`src/rtl/rx_pkg.sv`:
```
// rtl/rx_pkg.sv - shared types and defaults for the receive control unit
//
// Purpose: FSM state encoding and default watchdog sizing shared by
// rx_rcu and rx_watchdog. No ports.

package rx_pkg;

  typedef enum logic [2:0] {
    ST_IDLE      = 3'd0,
    ST_START_CLR = 3'd1,
    ST_RECEIVE   = 3'd2,
    ST_CHECK     = 3'd3,
    ST_LOAD      = 3'd4,
    ST_ERR       = 3'd5
  } rx_state_t;

  // Clocks allowed in RECEIVE without a sample_tick before the frame aborts.
  localparam int DEFAULT_TIMEOUT_CYCLES = 64;
  // Watchdog counter width; 2**DEFAULT_TO_BITS must cover DEFAULT_TIMEOUT_CYCLES.
  localparam int DEFAULT_TO_BITS        = 7;

endpackage

```
`src/rtl/rx_rcu_if.sv`:
```
// rtl/rx_rcu_if.sv - control/status bundle between rx_rcu and the receiver datapath
//
// Purpose: groups the receive control unit's datapath-facing signals.
// Signals:
//   start_bit_detected  datapath -> rcu  one-cycle start pulse from edge detector
//   sample_tick         datapath -> rcu  bit-period counter rollover (mid-bit)
//   bits_done           datapath -> rcu  bit-count counter rollover
//   stop_bit            datapath -> rcu  sampled stop bit
//   timer_clear         rcu -> datapath  clear to both counters
//   timer_enable        rcu -> datapath  bit-period counter enable
//   shift_strobe        rcu -> datapath  shift-register enable
//   load_buffer         rcu -> datapath  one-cycle rx buffer load
//   framing_error       rcu -> datapath  sticky framing error
//   rx_timeout          rcu -> datapath  sticky watchdog abort
//   busy                rcu -> datapath  frame in progress
//   parity_ok/parity_error  only when RX_RCU_PARITY_EN is defined
// Modports: slave = the control unit, master = the datapath/driver side.

interface rx_rcu_if;

  logic start_bit_detected;
  logic sample_tick;
  logic bits_done;
  logic stop_bit;
  logic timer_clear;
  logic timer_enable;
  logic shift_strobe;
  logic load_buffer;
  logic framing_error;
  logic rx_timeout;
  logic busy;
`ifdef RX_RCU_PARITY_EN
  logic parity_ok;
  logic parity_error;
`endif

  modport slave (
    input  start_bit_detected, sample_tick, bits_done, stop_bit,
    output timer_clear, timer_enable, shift_strobe, load_buffer,
           framing_error, rx_timeout, busy
`ifdef RX_RCU_PARITY_EN
    , input parity_ok, output parity_error
`endif
  );

  modport master (
    output start_bit_detected, sample_tick, bits_done, stop_bit,
    input  timer_clear, timer_enable, shift_strobe, load_buffer,
           framing_error, rx_timeout, busy
`ifdef RX_RCU_PARITY_EN
    , output parity_ok, input parity_error
`endif
  );

endinterface

```
`src/rtl/rx_watchdog.sv`:
```
// rtl/rx_watchdog.sv - bit-timing stall watchdog for the receive control unit
//
// Purpose: counts RECEIVE cycles since the last sample_tick and flags a
// stall when the count reaches TIMEOUT_CYCLES-1 with no tick present.
// Ports:
//   clk, rst    clock, synchronous active-high reset
//   i_active    FSM is in RECEIVE this cycle
//   i_hold      FSM stays in RECEIVE next cycle (counter keeps running)
//   i_tick      sample_tick
//   o_timeout   stall detected this cycle (combinational)

module rx_watchdog import rx_pkg::*; #(
  parameter int TIMEOUT_CYCLES = DEFAULT_TIMEOUT_CYCLES,
  parameter int TO_BITS        = DEFAULT_TO_BITS
) (
  input  logic clk,
  input  logic rst,
  input  logic i_active,
  input  logic i_hold,
  input  logic i_tick,
  output logic o_timeout
);

  localparam logic [TO_BITS-1:0] LP_LAST = TO_BITS'(TIMEOUT_CYCLES - 1);

  logic [TO_BITS-1:0] r_count;

  // Clearing whenever the FSM is not going to remain in RECEIVE keeps the
  // count at zero in every other state, so each frame starts from zero.
  always_ff @(posedge clk) begin
    if (rst || !i_hold || i_tick) begin
      r_count <= '0;
    end else begin
      r_count <= r_count + TO_BITS'(1);
    end
  end

  assign o_timeout = i_active && !i_tick && (r_count == LP_LAST);

endmodule

```
`src/rtl/rx_rcu.sv`:
```
// rtl/rx_rcu.sv - receive control unit sequencing one serial frame
//
// Purpose: start-bit handoff, data shifting, stop-bit check and buffer
// load, with a watchdog that aborts frames whose bit timing stalls.
// Optional feature macro: RX_RCU_PARITY_EN (adds parity_ok/parity_error).
// Ports:
//   clk   clock, rising edge
//   rst   synchronous active-high reset
//   bus   rx_rcu_if.slave: datapath flags in, counter/shift/load controls
//         and status flags out
// Parameters:
//   TIMEOUT_CYCLES  RECEIVE clocks without sample_tick before abort (>= 2)
//   TO_BITS         watchdog width, 2**TO_BITS >= TIMEOUT_CYCLES

module rx_rcu import rx_pkg::*; #(
  parameter int TIMEOUT_CYCLES = DEFAULT_TIMEOUT_CYCLES,
  parameter int TO_BITS        = DEFAULT_TO_BITS
) (
  input  logic     clk,
  input  logic     rst,
  rx_rcu_if.slave  bus
);

  rx_state_t r_state;
  rx_state_t w_next;

  logic w_timeout;
  logic w_active;
  logic w_hold;
  logic w_check_ok;

  logic w_timer_clear;
  logic w_timer_enable;
  logic w_shift_strobe;
  logic w_load_buffer;
  logic w_busy;

  logic r_framing_error;
  logic r_rx_timeout;

`ifdef RX_RCU_PARITY_EN
  logic r_parity_error;
  assign w_check_ok = bus.stop_bit && bus.parity_ok;
`else
  assign w_check_ok = bus.stop_bit;
`endif

  assign w_active = (r_state == ST_RECEIVE);
  assign w_hold   = w_active && (w_next == ST_RECEIVE);

  rx_watchdog #(
    .TIMEOUT_CYCLES (TIMEOUT_CYCLES),
    .TO_BITS        (TO_BITS)
  ) u_watchdog (
    .clk       (clk),
    .rst       (rst),
    .i_active  (w_active),
    .i_hold    (w_hold),
    .i_tick    (bus.sample_tick),
    .o_timeout (w_timeout)
  );

  // State register
  always_ff @(posedge clk) begin
    if (rst) begin
      r_state <= ST_IDLE;
    end else begin
      r_state <= w_next;
    end
  end

  // Next-state logic
  always_comb begin
    w_next = r_state;
    case (r_state)
      ST_IDLE:      if (bus.start_bit_detected) w_next = ST_START_CLR;
      ST_START_CLR: w_next = ST_RECEIVE;
      ST_RECEIVE: begin
        // bits_done wins over a watchdog expiry in the same cycle
        if (bus.bits_done)   w_next = ST_CHECK;
        else if (w_timeout)  w_next = ST_ERR;
      end
      ST_CHECK:     w_next = w_check_ok ? ST_LOAD : ST_ERR;
      ST_LOAD:      w_next = ST_IDLE;
      ST_ERR:       w_next = ST_IDLE;
      default:      w_next = ST_IDLE;
    endcase
  end

  // Output decode; shift_strobe is the only Mealy term so a tick coinciding
  // with bits_done still shifts the last bit.
  always_comb begin
    w_timer_clear  = 1'b0;
    w_timer_enable = 1'b0;
    w_shift_strobe = 1'b0;
    w_load_buffer  = 1'b0;
    w_busy         = (r_state != ST_IDLE);
    case (r_state)
      ST_START_CLR: w_timer_clear = 1'b1;
      ST_RECEIVE: begin
        w_timer_enable = 1'b1;
        w_shift_strobe = bus.sample_tick;
      end
      ST_LOAD:      w_load_buffer = 1'b1;
      default:      ;
    endcase
  end

  // Sticky status flags: set on entry to ERR, held until the next frame's
  // START_CLR so software can still read them after the FSM returns to IDLE.
  always_ff @(posedge clk) begin
    if (rst || r_state == ST_START_CLR) begin
      r_framing_error <= 1'b0;
      r_rx_timeout    <= 1'b0;
    end else begin
      if (r_state == ST_CHECK && !bus.stop_bit)
        r_framing_error <= 1'b1;
      if (w_timeout && !bus.bits_done)
        r_rx_timeout <= 1'b1;
    end
  end

`ifdef RX_RCU_PARITY_EN
  always_ff @(posedge clk) begin
    if (rst || r_state == ST_START_CLR) begin
      r_parity_error <= 1'b0;
    end else if (r_state == ST_CHECK && !bus.parity_ok) begin
      r_parity_error <= 1'b1;
    end
  end
  assign bus.parity_error = r_parity_error;
`endif

  assign bus.timer_clear   = w_timer_clear;
  assign bus.timer_enable  = w_timer_enable;
  assign bus.shift_strobe  = w_shift_strobe;
  assign bus.load_buffer   = w_load_buffer;
  assign bus.busy          = w_busy;
  assign bus.framing_error = r_framing_error;
  assign bus.rx_timeout    = r_rx_timeout;

endmodule

```
`src/flat_wrapper.sv`:
```
// flat-port wrapper written by rule: the top's interface ports become plain ports
module rx_rcu_flat import rx_pkg::*;
#(
  parameter int TIMEOUT_CYCLES = DEFAULT_TIMEOUT_CYCLES,
  parameter int TO_BITS        = DEFAULT_TO_BITS
)
  (clk, rst, bus_start_bit_detected, bus_sample_tick, bus_bits_done, bus_stop_bit, bus_timer_clear, bus_timer_enable, bus_shift_strobe, bus_load_buffer, bus_framing_error, bus_rx_timeout, bus_busy);
  rx_rcu_if bus_i ();
  input  logic clk;
  input  logic rst;
  input wire logic [$bits(bus_i.start_bit_detected)-1:0] bus_start_bit_detected;
  input wire logic [$bits(bus_i.sample_tick)-1:0] bus_sample_tick;
  input wire logic [$bits(bus_i.bits_done)-1:0] bus_bits_done;
  input wire logic [$bits(bus_i.stop_bit)-1:0] bus_stop_bit;
  output wire logic [$bits(bus_i.timer_clear)-1:0] bus_timer_clear;
  output wire logic [$bits(bus_i.timer_enable)-1:0] bus_timer_enable;
  output wire logic [$bits(bus_i.shift_strobe)-1:0] bus_shift_strobe;
  output wire logic [$bits(bus_i.load_buffer)-1:0] bus_load_buffer;
  output wire logic [$bits(bus_i.framing_error)-1:0] bus_framing_error;
  output wire logic [$bits(bus_i.rx_timeout)-1:0] bus_rx_timeout;
  output wire logic [$bits(bus_i.busy)-1:0] bus_busy;
  assign bus_i.start_bit_detected = bus_start_bit_detected;
  assign bus_i.sample_tick = bus_sample_tick;
  assign bus_i.bits_done = bus_bits_done;
  assign bus_i.stop_bit = bus_stop_bit;
  assign bus_timer_clear = bus_i.timer_clear;
  assign bus_timer_enable = bus_i.timer_enable;
  assign bus_shift_strobe = bus_i.shift_strobe;
  assign bus_load_buffer = bus_i.load_buffer;
  assign bus_framing_error = bus_i.framing_error;
  assign bus_rx_timeout = bus_i.rx_timeout;
  assign bus_busy = bus_i.busy;
  rx_rcu #(.TIMEOUT_CYCLES(TIMEOUT_CYCLES), .TO_BITS(TO_BITS)) u_core (.clk(clk), .rst(rst), .bus(bus_i));
endmodule
```
`config.mk`:
```
export PLATFORM = sky130hd
export DESIGN_NAME = rx_rcu_flat
export DESIGN_NICKNAME = d
export VERILOG_FILES = /design/src/rtl/rx_pkg.sv /design/src/rtl/rx_rcu_if.sv /design/src/rtl/rx_watchdog.sv /design/src/rtl/rx_rcu.sv /design/src/flat_wrapper.sv
export SDC_FILE = /design/constraint.sdc
export NUM_CORES = 1
export LEC_CHECK = 0
export ABC_AREA = 1
export BUFFER_PORTS_ARGS = -buffer_cell sky130_fd_sc_hd__buf_2
export CELL_PAD_IN_SITES_DETAIL_PLACEMENT = 1
export CELL_PAD_IN_SITES_GLOBAL_PLACEMENT = 1
export CORE_MARGIN = 5
export CORE_UTILIZATION = 35
export DETAILED_ROUTE_END_ITERATION = 10
export PLACE_DENSITY_LB_ADDON = 0.08
export SETUP_SLACK_MARGIN = 0.1
export SLEW_MARGIN = 15
export SYNTH_ARGS = -nofsm -noshare
export SYNTH_HDL_FRONTEND = slang
export SYNTH_SLANG_ARGS = --single-unit
```
`constraint.sdc`:
```
create_clock -name clk -period 1.8 [get_ports clk]
set_clock_uncertainty 0.1 [all_clocks]
set_input_delay 0.36 -clock clk [delete_from_list [all_inputs] [get_ports clk]]
set_output_delay 0.36 -clock clk [all_outputs]
set_load 0.02 [all_outputs]
```
==> results.txt <==
setup_tns -> 0 ns
worst hold slack -> 0.214 ns
sequential share of the synthesized area -> 43.5%
status -> completed
Mapped Cells -> 70
PortBufs -> 12
Worst Tran Pin Value -> 0.208 ns
Synth area leaders -> dfxtp_1, nor2_1, nand3_2
routability cong. -> 0.745
Startpoint Class -> flip-flop
Crit-path slowest cell -> dfxtp_1
Mean Syn Cell Area -> 7.88 µm²
I/O pin total -> 13
register cell area after layout -> 241 µm²
min Tclk post-route -> 1.64 ns
worst setup path class -> flip-flop to primary output
CP max FO -> 4
total congestion overflow -> 0
top cell type's share of synthesized area -> 43.5%
Core Util, Final -> 44.4%
# fillers -> 202
insertion delay to the later sink of the worst-skew pair -> 0.27 ns
area leader, netlist -> dfxtp_1
Tcrit/Tclk final -> 90.9%
area of the mapped netlist -> 552 µm²
first-pass GRT wire length -> 2210 µm
nets -> 94
Net Count, Synth -> 77
Rows -> 14
Synth Flop Type -> dfxtp_1
largest net degree at the start of global routing -> 8
CP Data Arrival Time -> 1.18 ns
via count -> 491
number of max-cap violations -> 0
share of cells above drive strength 1 -> 31.4%
area grow syn2layout -> 21.3%
clock sink count -> 12
DIE AREA -> 0.00247 mm²
die height -> 49.7 µm
Distinct cells, synth -> 17
maximum clock rate -> 0.612 GHz
Multi-input gate area -> 278 µm²
vias in the first global route -> 493
wirelength, routed -> 1280 µm
hold_buf cts -> 0
Hold WC Path Type -> input pin to flip-flop
first drt pass iteration count -> 4
Pwr Density -> 869 mW/mm²
Yosys Warn Count -> 0
overall fraction of global-route tracks in use -> 11.5%
DRC viols -> 0
HPWL Detailed -> 934 µm
Routed WL per cell -> 12.5 µm
total power -> 582 µW
Max Slew Vio Count -> 0
Synth top cells by count -> dfxtp_1, nor2_1, inv_1, nor3_1, nand2_1
Initial Util -> 36.6%
Root Driver -> clkbuf_4
Post-CTS Resized -> 0
clk slew on worst S/H paths -> 0.08 ns
Critical Path Max Stage Delay -> 0.40 ns
VDD IR max -> 0.527 mV
die width -> 49.7 µm
Max transition margin -> 86.1%
Setup Buffers After CTS -> 0
DR vias/cell -> 4.81
final count of negative-setup-slack endpoints -> 0
initial antenna violation count -> 0
final antenna-violating net count -> 0
endpoints failing hold -> 0
H-tree Lvls -> 1
critical-path cell list -> inv_1 > nor3_1 > buf_2
antenna diode count -> 0
#FFs+latches synth -> 12
LEAKAGE -> 0.000288 µW
worst-case clock buffer depth -> 2
DR iter-0 viols -> 6
CTS tree -> yes
CORE AREA -> 0.00151 mm²
unrepaired setup endpoints after global routing -> true
worst endpoint required time -> 1.34 ns
CP endpoint kind -> primary output
Async SR Flop Fraction -> 0%
EDFF count, synth -> 0
CTS buffer count -> 3
-- kinds of logic (layout without fill, tap and decap cells) --
logic type / Yosys count / count (layout) / share of synthesized area, %
xor gates and xnor gates: 4 / 4 / 6.35
DFF: 12 / 12 / 43.5
buffers and inverters: 9 / 25 / 6.12
and+or+nand+nor: 41 / 41 / 39.0
AOI/OAI and AO/OA: 3 / 3 / 2.72
adders and majority gates: 1 / 1 / 2.27
-- routing by layer --
layer	global-route usage, %	up-vias	wire length [µm]
met5	0	-	0
met4	6.55	0	12
met3	2.71	2	61
met2	16.3	9	536
met1	15.5	221	667
li1	-	259	-
-- cells in the final DEF (no fill, tap or decap), types with 3 or more instances in the layout --
master,instances
nand3_2,4
dfxtp_1,11
nand2_1,6
buf_2,12
nor2_1,12
nand3_1,4
nor3_1,8
clkbuf_4,3
inv_1,8
a21oi_1,3
-- worst max-delay path: cells and delay by family (launching register included) --
family	cells	cell delay (ns)
DFF	1	0.40
buffers and inverters	2	0.32
and+or+nand+nor	1	0.18
-- layout make-up --
class                      count  area share, %
sequential                    12           36.1
clock buffer                   4           5.42
tap                           16           2.99
inverter                       9           5.05
multi-input combinational     49           41.5
timing repair buffer          12           8.97
-- metrics by stage --
stage          instance area, µm²  std cells  setup slack [ns]
6_report                      669        102             0.165
5_1_grt                       669        102            0.0475
4_1_cts                       668        102             0.160
3_5_place_dp                  632         98             0.296
3_3_place_gp                  632         98             0.343
2_1_floorplan                 552         70             0.390
-- final timing paths --
check	start	end	slack, ns	cells after the start
setup / recovery	u_core.r_state[0]	bus_timer_clear	0.16	3
setup reg to reg	u_core.u_watchdog.r_count[0]	u_core.u_watchdog.r_count[5]	0.29	6
hold reg to reg	u_core.bus.rx_timeout	u_core.bus.rx_timeout	0.36	2
hold / removal	rst	u_core.r_state[1]	0.21	2
-- power breakdown --
| group | internal, µW | switching (µW) | total (µW) |
|---|---|---|---|
| clock | 123 | 92.7 | 216 |
| combinational | 28.6 | 57.1 | 85.7 |
| sequential | 272 | 8.65 | 281 |
-- registers in the layout, indices dropped and copies added, names as in the netlist --
name                       cells
u_core.r_state                 3
u_core.bus.framing_error       1
u_core.u_watchdog.r_count      7
u_core.bus.rx_timeout          1
(Power assumes the default switching activity.)
